**src/rtl/wb_port_arbiter.sv**
```systemverilog
// rtl/wb_port_arbiter.sv - register-file write-port arbiter for pipeline writebacks and long-latency unit results
//
// Shares the single regfile write port between the in-order MEM/WB writeback and
// out-of-band results from a long-latency unit (divider, late load). Unit results
// that cannot be written straight away go into a small FIFO. The FIFO drains on
// cycles when the pipeline is not writing. If the FIFO head waits too long, the
// pipeline is held so that the head can be written.
//
// Parameters
//   XLEN          data width (32 or 64)
//   DEPTH         result FIFO entries (power of two, >= 2)
//   STARVE_LIMIT  cycles a non-empty FIFO may go unserved before the pipeline is held (>= 1)
//
// Ports
//   clk         rising-edge clock
//   reset       synchronous, active-high
//   pipe_valid  WB stage holds a valid instruction
//   pipe_we     WB instruction writes rd
//   pipe_rd     WB destination register
//   pipe_wdata  WB write data (already muxed)
//   pipe_stall  hold the WB instruction and the upstream stages this cycle
//   lu_valid    unit result available
//   lu_rd       unit destination register
//   lu_wdata    unit result
//   lu_ready    arbiter accepts the unit result this cycle
//   rf_we       regfile write enable
//   rf_rd       regfile write address
//   rf_wdata    regfile write data
//   rd_pending  bit i set = FIFO holds a result for x i (bit 0 always 0)

module wb_port_arbiter #(
    parameter int XLEN         = 32,
    parameter int DEPTH        = 2,
    parameter int STARVE_LIMIT = 4
) (
    input  logic            clk,
    input  logic            reset,
    input  logic            pipe_valid,
    input  logic            pipe_we,
    input  logic [4:0]      pipe_rd,
    input  logic [XLEN-1:0] pipe_wdata,
    output logic            pipe_stall,
    input  logic            lu_valid,
    input  logic [4:0]      lu_rd,
    input  logic [XLEN-1:0] lu_wdata,
    output logic            lu_ready,
    output logic            rf_we,
    output logic [4:0]      rf_rd,
    output logic [XLEN-1:0] rf_wdata,
    output logic [31:0]     rd_pending
);

    localparam int PW = $clog2(DEPTH);
    localparam int SW = $clog2(STARVE_LIMIT + 1);
    localparam logic [PW:0]   FULL_COUNT = (PW + 1)'(DEPTH);
    localparam logic [SW-1:0] STARVE_MAX = SW'(STARVE_LIMIT);

    // Grant source selected for the write port in the current cycle
    typedef enum logic [1:0] {
        SRC_NONE   = 2'd0,
        SRC_PIPE   = 2'd1,
        SRC_FIFO   = 2'd2,
        SRC_BYPASS = 2'd3
    } src_t;

    // FIFO storage and bookkeeping
    logic [4:0]      ent_rd    [DEPTH];
    logic [XLEN-1:0] ent_data  [DEPTH];
    logic [DEPTH-1:0] ent_valid;
    logic [PW-1:0]   wr_ptr;
    logic [PW-1:0]   rd_ptr;
    logic [PW:0]     count;
    logic [SW-1:0]   starve;

    logic fifo_nonempty;
    logic starved;
    logic pipe_req;
    logic lu_req;
    logic pop;
    logic push;
    src_t src;

    assign fifo_nonempty = (count != '0);
    assign starved       = fifo_nonempty && (starve == STARVE_MAX);
    assign pipe_req      = pipe_valid && pipe_we && (pipe_rd != 5'd0);
    assign lu_req        = lu_valid && (lu_rd != 5'd0);

    // lu_ready looks only at the registered count, so a pop in the same cycle
    // does not open a slot; a producer facing a full FIFO retries next cycle.
    assign lu_ready = !reset && (count < FULL_COUNT);

    // Write-port arbitration, purely combinational from state and inputs
    always_comb begin
        src        = SRC_NONE;
        pipe_stall = 1'b0;
        if (!reset) begin
            if (starved) begin
                src        = SRC_FIFO;
                pipe_stall = pipe_valid;
            end else if (pipe_req) begin
                src = SRC_PIPE;
            end else if (fifo_nonempty) begin
                src = SRC_FIFO;
            end else if (lu_req) begin
                // Only when the FIFO is empty, so unit results never overtake buffered ones
                src = SRC_BYPASS;
            end
        end
    end

    always_comb begin
        rf_we    = 1'b0;
        rf_rd    = 5'd0;
        rf_wdata = '0;
        unique case (src)
            SRC_PIPE: begin
                rf_we    = 1'b1;
                rf_rd    = pipe_rd;
                rf_wdata = pipe_wdata;
            end
            SRC_FIFO: begin
                rf_we    = 1'b1;
                rf_rd    = ent_rd[rd_ptr];
                rf_wdata = ent_data[rd_ptr];
            end
            SRC_BYPASS: begin
                rf_we    = 1'b1;
                rf_rd    = lu_rd;
                rf_wdata = lu_wdata;
            end
            default: begin
                rf_we    = 1'b0;
            end
        endcase
    end

    assign pop  = (src == SRC_FIFO);
    // lu_rd == 0 is accepted (lu_ready high) but never stored
    assign push = lu_req && lu_ready && (src != SRC_BYPASS);

    // FIFO pointers, count and per-entry contents.
    // Push and pop never target the same slot: push needs count < DEPTH and
    // pop needs count > 0, so with equal pointers only one of them can fire.
    always_ff @(posedge clk) begin
        if (reset) begin
            wr_ptr    <= '0;
            rd_ptr    <= '0;
            count     <= '0;
            ent_valid <= '0;
        end else begin
            if (pop) begin
                ent_valid[rd_ptr] <= 1'b0;
                rd_ptr            <= rd_ptr + 1'b1;
            end
            if (push) begin
                ent_valid[wr_ptr] <= 1'b1;
                wr_ptr            <= wr_ptr + 1'b1;
            end
            count <= count + {{PW{1'b0}}, push} - {{PW{1'b0}}, pop};
        end
    end

    // Entry payloads need no reset; ent_valid guards every use
    always_ff @(posedge clk) begin
        if (push) begin
            ent_rd[wr_ptr]   <= lu_rd;
            ent_data[wr_ptr] <= lu_wdata;
        end
    end

    // Starvation counter: counts cycles in which the head waits without a pop.
    // It saturates at the limit, and the pipeline is then held until the pop.
    always_ff @(posedge clk) begin
        if (reset) begin
            starve <= '0;
        end else if (pop || !fifo_nonempty) begin
            starve <= '0;
        end else if (starve != STARVE_MAX) begin
            starve <= starve + 1'b1;
        end
    end

    // Pending-destination mask. It is an OR over the valid entries, so a register
    // held by several buffered results stays pending until the last one pops.
    // It is derived only from registered state, so it changes at clock edges.
    always_comb begin
        rd_pending = '0;
        for (int i = 0; i < DEPTH; i++) begin
            if (ent_valid[i]) begin
                rd_pending[ent_rd[i]] = 1'b1;
            end
        end
        rd_pending[0] = 1'b0;
    end

endmodule
```
**config.mk**
```make
export PLATFORM = sky130hd
export DESIGN_NAME = wb_port_arbiter
export DESIGN_NICKNAME = d
export VERILOG_FILES = /design/src/rtl/wb_port_arbiter.sv
export SDC_FILE = /design/constraint.sdc
export NUM_CORES = 1
export LEC_CHECK = 0
export BUFFER_PORTS_ARGS = -buffer_cell sky130_fd_sc_hd__buf_2
export CORE_MARGIN = 4
export CORE_UTILIZATION = 50
export CTS_BUF_LIST = sky130_fd_sc_hd__clkbuf_16
export CTS_CLUSTER_DIAMETER = 80
export DETAILED_ROUTE_END_ITERATION = 16
export HOLD_SLACK_MARGIN = 0.06
export PLACE_DENSITY_LB_ADDON = 0.05
export SYNTH_ARGS = -nofsm -noshare
export SYNTH_HDL_FRONTEND = slang
export SYNTH_SLANG_ARGS = --single-unit
```
**constraint.sdc**
```tcl
create_clock -name clk -period 4.05 [get_ports clk]
set_input_delay 0.81 -clock clk [delete_from_list [all_inputs] [get_ports clk]]
set_output_delay 0.81 -clock clk [all_outputs]
set_load 0.02 [all_outputs]
```
## Word-level counts from Yosys, hierarchy flattened

Memories as Yosys holds them, arrays and structs flattened. A register that Yosys moved wholly into a read port is not among the register bits.
Index checks and enable logic that the tools add are counted.

| word-level totals | value |
|---|---|
| logic and storage cells | 79 |
| bits in registers | 9 |
| bits in writable memories | 74 |
| memories kept | 2 |

| operators by class | value |
|---|---|
| $lt $le $gt $ge | 9 |
| bitwise gates (word level) | 4 |
| multiplexer cells | 29 |
| equal/unequal tests | 6 |
| reductions and logical operators | 19 |
| add/sub/neg operators | 5 |

Memories:

| name | depth | bits a word | read ports | clocked after Yosys merged registers in | write ports | line | source |
|---|---|---|---|---|---|---|---|
| ent_data | 2 | 32 | 1 | 1 | 1 | 68 | `logic [XLEN-1:0] ent_data [DEPTH];` |
| ent_rd | 2 | 5 | 3 | 1 | 1 | 67 | `logic [4:0] ent_rd [DEPTH];` |

Operator list:

| operator | number |
|---|---|
| $pmux 32 s3 | 1 |
| $mux 32 | 2 |
| $or 32x32->32 | 1 |
| $mux 2 | 8 |
| $pmux 5 s3 | 1 |
| $mux 1 | 13 |
| $lt 5x6->1 const B | 2 |
| $logic_and 1x1->1 | 11 |
| $demux 1 s5 | 2 |
| $ge 5x1->1 const B | 2 |
| $reduce_bool 5->1 | 2 |
| $eq 2x2->1 const B | 2 |
| $lt 1x2->1 const B | 2 |
| $add 3x1->3 const B | 1 |
| $eq 3x3->1 const B | 1 |
| $ne 3x3->1 const B | 1 |
| $reduce_or 3->1 | 1 |
| $add 1x1->1 const B | 2 |
| $add 2x1->2 | 1 |
| $and 2x2->2 | 1 |
| $demux 1 s1 | 2 |
| $eq 2x1->1 const B | 1 |
| $ge 1x1->1 const B | 2 |
| $logic_not 1->1 | 2 |
| other kinds (8) | 8 |

## Longest topological paths before layout

Gate-level depths: netlist of run 1.

| depth | value |
|---|---|
| depth in word-level cells | 12 |
| mapped depth | 14 |
| gate-level depth less buffers | 12 |

## Worst setup path before layout of run 1

OpenSTA, ideal clock, no wires.

| timing path | value |
|---|---|
| path type | in2out |
| start | input port pipe_rd[4] |
| end | output port rf_wdata[14] |
| path buffers | 1 |
| data arrival time | 2.484 ns |
| slack | 0.756 ns |
| stages | 6 |
| cells stage by stage | or3_1 o311a_4 a21oi_1 o31ai_2 clkbuf_1 o21ai_0 |

| between the ends | value |
|---|---|
| cells in the longest elaborated chain, start to end | 7 |
| elaborated cells on any way between the ends | 9 |

Ends and longest elaborated chain:

| what | line | source |
|---|---|---|
| from (decl) | 40 | `input logic [4:0] pipe_rd,` |
| $reduce_bool 5->1 (*) | 85 | `assign pipe_req = pipe_valid && pipe_we && (pipe_rd != 5'd0);` |
| $logic_and 1x1->1 (*) | 85 |  |
| $mux 2 (*) | 100 | `end else if (pipe_req) begin` |
| $mux 2 (*) | 97 | `if (starved) begin` |
| $mux 2 (*) | 96 | `if (!reset) begin` |
| $eq 2x2->1 / $eq 2x1->1 (equally long branches) | 115 | `unique case (src)` |
| $pmux 32 s3 (*) | 115 |  |
| to (decl) | 49 | `output logic [XLEN-1:0] rf_wdata,` |

Every way passes the cells marked *; elsewhere a longest branch is shown, timed or not.

## Worst setup path in the final report of run 1

| timing path | value |
|---|---|
| start | input port lu_rd[2] |
| end | output port rf_wdata[3] |

| between the ends | value |
|---|---|
| cells in the longest elaborated chain, start to end | 9 |
| elaborated cells on any way between the ends | 11 |

Ends and longest elaborated chain:

| what | line | source |
|---|---|---|
| from (decl) | 44 | `input logic [4:0] lu_rd,` |
| $reduce_bool 5->1 (*) | 86 | `assign lu_req = lu_valid && (lu_rd != 5'd0);` |
| $logic_and 1x1->1 (*) | 86 |  |
| $mux 2 (*) | 104 | `end else if (lu_req) begin` |
| $mux 2 (*) | 102 | `end else if (fifo_nonempty) begin` |
| $mux 2 (*) | 100 |  |
| $mux 2 (*) | 97 |  |
| $mux 2 (*) | 96 |  |
| $eq 2x2->1 / $eq 2x1->1 (equally long branches) | 115 |  |
| $pmux 32 s3 (*) | 115 |  |

Marked as above.

==> impl_results.md, run 1 <==
* Share of cells above drive strength 1 at 42.1%
* Final setup viols at 0
* IO Count at 151
* DR vias/cell at 5.54
* Crit-path max FO at 18
* Critical Path RT at 3.24 ns
* Routed vias at 3435
* Sequential fraction of design power at 43.4%
* Final period utilization at 89.1%
* Congestion Overflow GR at 0
* Crit path arrival time at 2.80 ns
* Clock Power Share at 32.6%
* CP endpoint kind: output pin
* Hold Path Class: flop to flop
* Slew headroom at 39.5%
* Sw Ratio at 28.5%
* CTS Hold Buffers Added at 0
* Leak at 2.35 nW
* Fmax at 0.277 GHz
* CTS root buffer: clkbuf_16
* Async S/R FF share, synth at 0%
* CP most frequent cell: buf_2
* Remaining antenna violation count at 0
* Drt initial violations at 117
* Syn_nets at 447
* ANT cells at 0
* Post-synth EDFFs at 74
* Post-synthesis cell type count at 37
* Commonest non-fill, non-tap cell in the layout: buf_2
* Setup TNS at 0 ns
* Crit path kind: input port to output pin
* Fin. max-slew vios at 0
* RSZ-0062 raised after global routing: false
* Final Util at 66.1%
* Combinational Power Share at 24.1%
* Die Footprint at 10300 µm²
* Die H at 101 µm
* Final Critical Period at 3.61 ns
* Number of global-route vias before repair at 3363
* Power Density at 446 nW/µm²
* Worst Setup Start Kind: input port
* Outcome: finished clean
* Syn Area/Cell at 12.0 µm²
* Final hold vios at 0
* Num CTS Buffers at 9
* CTS Buffer Depth at 2
* Nets at 593
* Initial antenna violation count at 0
* Largest net degree at the start of global routing at 38
* Core region area at 8340 µm²
* Post-CTS Resized at 0
* CTS sink count at 84
* Filler cells at 672
* CTS tree: built
* Detailed placement HPWL at 7400 µm
* Most frequent cells in the layout: buf_2, edfxtp_1, nand2_1, mux2_2, mux2i_1
* Mapped cell area at 4370 µm²
* Clock-pin slew on the worst setup and hold paths at 0.06 ns
* Wire length per cell at 16.7 µm
* Row cnt at 33
* Int Pwr at 1.76 mW
* Crit-path max cell delay at 0.50 ns
* Cell count after synthesis at 364
* CP Buf/Inv Count at 3
* First-pass DRT Iterations at 4
* Yosys reg bits at 84
* Htree depth at 3
* Port bufs at 149
* Syn-to-layout area delta at 26.2%
* VDD IR max at 0.319 mV
* Register area share after synthesis at 55.5%
* Post-CTS setup buffer count at 0
* Die X at 101 µm
* Total track usage at 19.9%
* Drt drc at 0
* Clock insertion delay at the later pin of the skew report at 0.32 ns
* First-pass GRT wire length at 16100 µm
* Initial Utilization at 52.4%
* Worst path cell trace: buf_2 -> or4_1 -> o21a_1 -> a22oi_4 -> buf_4 -> mux2i_1 -> o21ai_1 -> buf_2
* CP max stage cell: or4_1
* Least-Margin Pin Slew at 0.908 ns
* Max cap viols at 0
* Ys flop type: edfxtp_1
* Global placement routability congestion at 0.852
* Skew final at 0.00734 ns
* Synth warn at 0
* Switch Pwr at 0.701 mW
* Delay-heaviest family, CP: buffers and inverters
* Total length of routed wires at 10400 µm
[power groups by stage]
| stage | Sequential (mW) | Combinational, mW | Clock [mW] |
|---|---|---|---|
| 2_1_floorplan | 1.02 | 0.472 | 0 |
| 3_3_place_gp | 1.09 | 0.587 | 0 |
| 3_5_place_dp | 1.09 | 0.594 | 0 |
| 4_1_cts | 1.07 | 0.599 | 0.822 |
| 5_1_grt | 1.08 | 0.643 | 0.856 |
| 6_report | 1.07 | 0.592 | 0.800 |
[final cells by class]
cell class	instances	area, µm²	area share, %
Multi-Input combinational cell	252	1810	32.9
Clock inverter	7	73.8	1.34
Clock buffer	9	225	4.09
Timing Repair Buffer	155	816	14.8
Tap cell	105	131	2.38
Inverter	8	30.0	0.545
Sequential cell	84	2420	44.0
[stage by stage]
step,hold WS (ns),cell area [µm²],power (mW),cells,worst slack (ns)
after detailed placement,0.446,5210,1.68,604,0.484
final,0.448,5510,2.46,620,0.441
after CTS,0.455,5510,2.49,620,0.453
after global placement,0.431,5210,1.67,604,0.509
after global routing,0.490,5510,2.58,620,0.316
after floorplan,0.417,4370,1.50,364,0.756
[metal layers]
layer | part of all wire [%] | GRT usage (%) | vias to the layer above
met1 | 43 | 25.1 | 1613
met5 | 0 | 0 | -
li1 | - | - | 1673
met3 | 7.0 | 4.55 | 13
met4 | 1.1 | 5.52 | 0
met2 | 49 | 34.4 | 136
[Yosys cell counts, types with 2 or more instances]
cell type | n | area share, %
nor3_1 | 2 | 0.23
nand3b_1 | 10 | 1.7
mux2_2 | 37 | 9.5
dfxtp_1 | 10 | 4.6
nand2_1 | 44 | 3.8
a21oi_1 | 4 | 0.46
buf_2 | 2 | 0.23
o21ai_0 | 4 | 0.46
xnor2_1 | 2 | 0.40
or3b_2 | 6 | 1.2
mux2i_1 | 37 | 8.5
nand3_1 | 5 | 0.57
nor2_1 | 12 | 1.0
clkbuf_1 | 12 | 1.0
ha_1 | 4 | 1.1
o21ai_1 | 35 | 4.0
inv_1 | 8 | 0.69
o22ai_1 | 31 | 4.4
edfxtp_1 | 74 | 51
or3_1 | 3 | 0.43
buf_4 | 4 | 0.69
nor2b_1 | 3 | 0.43
[flip-flops by register name (all words and copies together), names as in the netlist, named ones only]
name and flops:
rd_ptr 1, ent_valid 2, starve 3, ent_rd 10, wr_ptr 1, count 2
ent_data 64
[worst reg2reg max path, stage by stage (launching register included)]
cell	delay, ns
dfxtp_1	0.32
inv_1	0.06
ha_1	0.18
o211ai_1	0.12
nor2b_1	0.18
a22oi_4	0.24
buf_4	0.33
nor2b_1	0.19
ha_1	0.23
inv_1	0.05
ha_1	0.15
xor2_1	0.17
xnor2_1	0.14
nor2_1	0.05
[final timing paths]
check             startpoint          end  slack, ns  depth (start not counted)
setup / recovery    lu_rd[2]  rf_wdata[3]       0.44                          8
setup reg to reg   starve[0]     count[1]       1.52                         13
hold reg to reg    starve[0]    starve[0]       0.45                          1
hold / removal     starve[0]    starve[0]       0.45                          1
[cells by family after synthesis]
family / after synthesis / synth area share, %
adder cells (fa/ha/maj): 4 / 1.15
XOR/XNOR: 3 / 0.602
multiplexers: 74 / 18.0
flip-flops: 84 / 55.5
buffers and inverters: 28 / 3.24
AND/OR/NAND/NOR: 89 / 10.1
other: 1 / 0.0859
AO/OA/AOI/OAI: 81 / 11.4
Note: power is estimated with default switching activity, not from simulation.
==> run 2, diff against run 1 <==
Settings changed: CORE_UTILIZATION 50 to 54.
==> run 2 against run 1 <==
Against the previous run: combinational power fell by 2%; core utilization grew 4.2 points; critical path depth unchanged; power decreased by 1.6%; non-clock buffer count unchanged; sequential cell count unchanged; maximum frequency is 1.1% higher; largest power group unchanged.
==> impl_results.md, run 2 (synthesis gave the netlist of run 1 again) <==
* Final hold vios at 0
* Hold Path Class: flop to flop
* CTS sink count at 84
* First-pass GRT wire length at 16500 µm
* VDD IR max at 0.279 mV
* Final WS setup at 0.480 ns
* Clock insertion delay at the later pin of the skew report at 0.33 ns
* Remaining antenna violation count at 0
* Hold Slack at 0.460 ns
* Crit-path max cell delay at 0.52 ns
* Global placement routability congestion at 0.814
* Congestion Overflow GR at 0
* Die Footprint at 9590 µm²
* DR vias/cell at 5.63
* Final Critical Period at 3.57 ns
* Core region area at 7810 µm²
* Clock-pin slew on the worst setup and hold paths at 0.06 ns
* Min-delay src: starve[0]
* Num CTS Buffers at 9
* First-pass DRT Iterations at 5
* Die H at 97.9 µm
* Crit path arrival time at 2.76 ns
* Die X at 97.9 µm
* Total track usage at 20.9%
* Slew headroom at 33.3%
* Row cnt at 32
* Delay-heaviest family, CP: buffers and inverters
* Drt drc at 0
* CP endpoint kind: output pin
* CP startpoint: lu_rd[1]
* CP most frequent cell: buf_2
* Nets at 593
* Max cap viols at 0
* CTS Hold Buffers Added at 0
* Largest net degree at the start of global routing at 39
* Detailed placement HPWL at 7100 µm
* Power Density at 441 nW/µm²
* Fin area at 5490 µm²
* Fmax at 0.280 GHz
* Post-CTS setup buffer count at 0
* Leak at 2.35 nW
* Largest register by flop count: ent_data
* Total length of routed wires at 9940 µm
* CP Buf/Inv Count at 3
* Crit path kind: input port to output pin
* Initial Utilization at 55.9%
* Skew final at 0.00678 ns
* Least-Margin Pin Slew at 1.00 ns
* RSZ-0062 raised after global routing: false
* Drt initial violations at 181
* Largest regs: ent_data (64), ent_rd (10), starve (3)
* Worst Setup Start Kind: input port
* Htree depth at 3
* Number of global-route vias before repair at 3390
* IO Count at 151
* Most frequent cells in the layout: buf_2, edfxtp_1, nand2_1, mux2_2, mux2i_1
* CTS tree: built
* Critical Path RT at 3.24 ns
* Final Util at 70.3%
* Final setup viols at 0
* CTS root buffer: clkbuf_16
* Post-CTS Resized at 0
* CTS Buffer Depth at 2
* Setup TNS at 0 ns
* ANT cells at 0
* Outcome: finished clean
* Crit-path max FO at 38
* Final period utilization at 88.1%
* Worst path cell trace: buf_2 -> or4_1 -> o21a_1 -> a22oi_4 -> buf_12 -> mux2i_1 -> o21ai_1 -> buf_2
* Routed vias at 3475
* FF-to-FF Start: starve[0]
* Setup Slack @ Placement at 0.468 ns
* Max reg flops at 64
* Share of cells above drive strength 1 at 41.9%
* Wire length per cell at 16.1 µm
* Port bufs at 149
* Syn-to-layout area delta at 25.6%
* Fin. max-slew vios at 0
* Reg2reg setup slack at 1.51 ns
* Dpl cell area at 5200 µm²
* Commonest non-fill, non-tap cell in the layout: buf_2
* CP max stage cell: or4_1
* Initial antenna violation count at 0
## run 2: worst paths after layout
path                                      to  cells after the start
worst max-delay path            rf_wdata[18]                      8
worst min-delay path               starve[0]                      1
worst max register to register      count[1]                     13
worst min register to register     starve[0]                      1
## run 2: through the flow
stage,instances,power [mW]
after floorplan,364,1.50
after global placement,601,1.66
after detailed placement,601,1.67
after CTS,617,2.44
after global routing,617,2.53
final,617,2.42
## run 2: area by class of cell
cell class                 count  area, µm²
clock buffer                  10        250
clock inverter                 6       38.8
fill                         633       2320
inverter                       8       30.0
multi-input combinational    252       1810
sequential                    84       2420
tap                          102        128
timing repair buffer         155        803
## run 2: power by group
part / leakage, nW / internal (mW) / switching, mW / total [mW]
combinational: 1.46 / 0.285 / 0.297 / 0.583
clock: 0.147 / 0.451 / 0.318 / 0.770
sequential: 0.751 / 0.988 / 0.0772 / 1.07
## run 2: per-layer routing
layer / wire length (µm) / up-vias / GRT usage, %
met5: 0 / - / 0
li1: - / 1669 / -
met4: 138 / 0 / 6.39
met3: 753 / 15 / 4.71
met2: 4840 / 150 / 34.9
met1: 4210 / 1641 / 27.2
## run 2: worst reg2reg max path: stages, from the launching register on
cell	delay, ns
dfxtp_1	0.33
inv_1	0.06
ha_1	0.18
o211ai_1	0.12
nor2b_1	0.19
a22oi_4	0.25
buf_12	0.30
nor2b_1	0.19
ha_1	0.23
inv_1	0.05
ha_1	0.14
xor2_1	0.19
xnor2_1	0.14
nor2_1	0.05
==> run 3, diff against run 2 <==
Settings changed: CORE_UTILIZATION 54 to 50.
Clock period 4.05 ns to 3.8 ns, I/O delays scaled along.
==> run 3 against run 2 <==
Against the previous run: final cell count is 0.81% higher; hold slack worse by 0.0022 ns; sequential share of layout area is 0.58 points lower; sequential cell count stayed put; routed wire length is 1.3% higher; power is 13% higher; combinational power is 8.1% higher; sequential power is 6% higher.
==> impl_results.md, run 3 (synthesis gave the netlist of run 1 again) <==
* Final Util at 66.6%
* ANT cells at 0
* Largest net degree at the start of global routing at 38
* CTS Hold Buffers Added at 0
* Max reg flops at 64
* Hold Slack at 0.458 ns
* Post-CTS Resized at 0
* Share of cells above drive strength 1 at 42.6%
* CP Buf/Inv Count at 3
* Leak at 2.39 nW
* Final Critical Period at 3.41 ns
* Port bufs at 149
* Least-Margin Pin Slew at 0.908 ns
* Power Density at 490 nW/µm²
* Core region area at 8340 µm²
* CP most frequent cell: buf_2
* Worst path cell trace: buf_2 -> or4_1 -> o21a_1 -> a22oi_4 -> buf_12 -> mux2i_1 -> o21ai_1 -> buf_2
* Sw Ratio at 28.4%
* CTS sink count at 84
* Fmax at 0.293 GHz
* Syn-to-layout area delta at 27.3%
* CTS tree: built
* Clock Power Share at 35.2%
* Crit-path max FO at 29
* Crit path kind: input port to output pin
* Die Footprint at 10300 µm²
* Global placement routability congestion at 0.845
* Detailed placement HPWL at 7340 µm
* Combinational Power Share at 23.1%
* First-pass DRT Iterations at 4
* Hold Path End: starve[0]
* IO Count at 151
* Switch Pwr at 0.774 mW
* Die X at 101 µm
* Delay-heaviest family, CP: compound AO/OA/AOI/OAI gates
* Max cap viols at 0
* Initial antenna violation count at 0
* Min-delay src: starve[0]
* Most frequent cells in the layout: buf_2, edfxtp_1, nand2_1, mux2_2, mux2i_1
* Final hold vios at 0
* First-pass GRT wire length at 15800 µm
* CTS root buffer: clkbuf_16
* Sequential fraction of design power at 41.6%
* Row cnt at 33
* Remaining antenna violation count at 0
* Post-CTS setup buffer count at 0
* Drt drc at 0
* Hold Path Class: flop to flop
* Clock-pin slew on the worst setup and hold paths at 0.07 ns
* CP endpoint kind: output pin
* Commonest non-fill, non-tap cell in the layout: buf_2
* Drt initial violations at 156
* Critical Path RT at 3.04 ns
* Largest regs: ent_data (64), ent_rd (10), starve (3)
* Total track usage at 19.6%
* RR Endpoint: count[1]
* Num CTS Buffers at 9
* Outcome: finished clean
* Htree depth at 3
* Skew final at 0.00833 ns
* CP max stage cell: or4_1
* Reg2reg setup slack at 1.34 ns
* Final period utilization at 89.8%
* Worst Setup Start Kind: input port
* Worst hold path depth at 1
* FF-to-FF Start: starve[0]
* Crit-path max cell delay at 0.53 ns
* RSZ-0062 raised after global routing: false
* Total length of routed wires at 10100 µm
* Die H at 101 µm
* Setup TNS at 0 ns
* Congestion Overflow GR at 0
* Largest register by flop count: ent_data
* DR vias/cell at 5.49
* VDD IR max at 0.297 mV
* Nets at 595
* Pwr Total at 2.72 mW
* Initial Utilization at 52.4%
* Crit path arrival time at 2.65 ns
* Slew headroom at 39.5%
* Final setup viols at 0
* Int Pwr at 1.95 mW
* R2R depth at 13
* Clock insertion delay at the later pin of the skew report at 0.33 ns
* CTS Buffer Depth at 2
* Wire length per cell at 16.2 µm
* Fin. max-slew vios at 0
* Number of global-route vias before repair at 3307
* Routed vias at 3415
-- run 3: worst max path at each step --
stage	start	endpoint	slack [ns]	cells after the start
after floorplan	pipe_rd[4]	rf_wdata[14]	0.61	6
after global placement	lu_rd[1]	rf_rd[4]	0.45	8
after detailed placement	lu_rd[1]	rf_wdata[17]	0.40	8
after CTS	lu_rd[1]	rf_rd[4]	0.39	8
after global routing	lu_rd[1]	rf_wdata[3]	0.29	8
final	lu_rd[1]	rf_wdata[17]	0.39	8
-- run 3: final cells by class --
class	count	area [µm²]
fill	687	2780
clock inverter	7	105
sequential	84	2420
multi-input combinational	252	1810
tap	105	131
clock buffer	9	225
inverter	8	30.0
timing repair buffer	157	831
-- run 3: worst reg2reg max path: stages, from the launching register on --
cell and delay, ns:
dfxtp_1 0.36, inv_1 0.06, ha_1 0.22, o211ai_1 0.12
nor2b_1 0.27, a22oi_4 0.12, buf_4 0.22, nor2b_1 0.15
ha_1 0.26, inv_1 0.06, ha_1 0.15, xor2_1 0.17
xnor2_1 0.13, nor2_1 0.05
-- run 3: power by group through the flow --
stage	sequential [mW]	clock (mW)	combinational (mW)
2_1_floorplan	1.09	0	0.503
3_3_place_gp	1.16	0	0.629
3_5_place_dp	1.16	0	0.635
4_1_cts	1.14	0.972	0.637
5_1_grt	1.15	1.01	0.690
6_report	1.13	0.960	0.630
-- run 3: per-stage QoR --
stage / std cells / setup slack [ns] / instance area (µm²)
after CTS: 622 / 0.387 / 5560
final: 622 / 0.389 / 5560
after detailed placement: 606 / 0.403 / 5230
after floorplan: 364 / 0.606 / 4370
after global placement: 606 / 0.446 / 5230
after global routing: 622 / 0.289 / 5560
-- run 3: metal layers --
metal | vias up | share of wire (%) | global-route usage [%]
li1 | 1678 | - | -
met1 | 1585 | 42 | 24.4
met2 | 142 | 49 | 34.3
met3 | 10 | 8.5 | 3.44
met4 | 0 | 1.1 | 6.75
met5 | - | 0 | 0
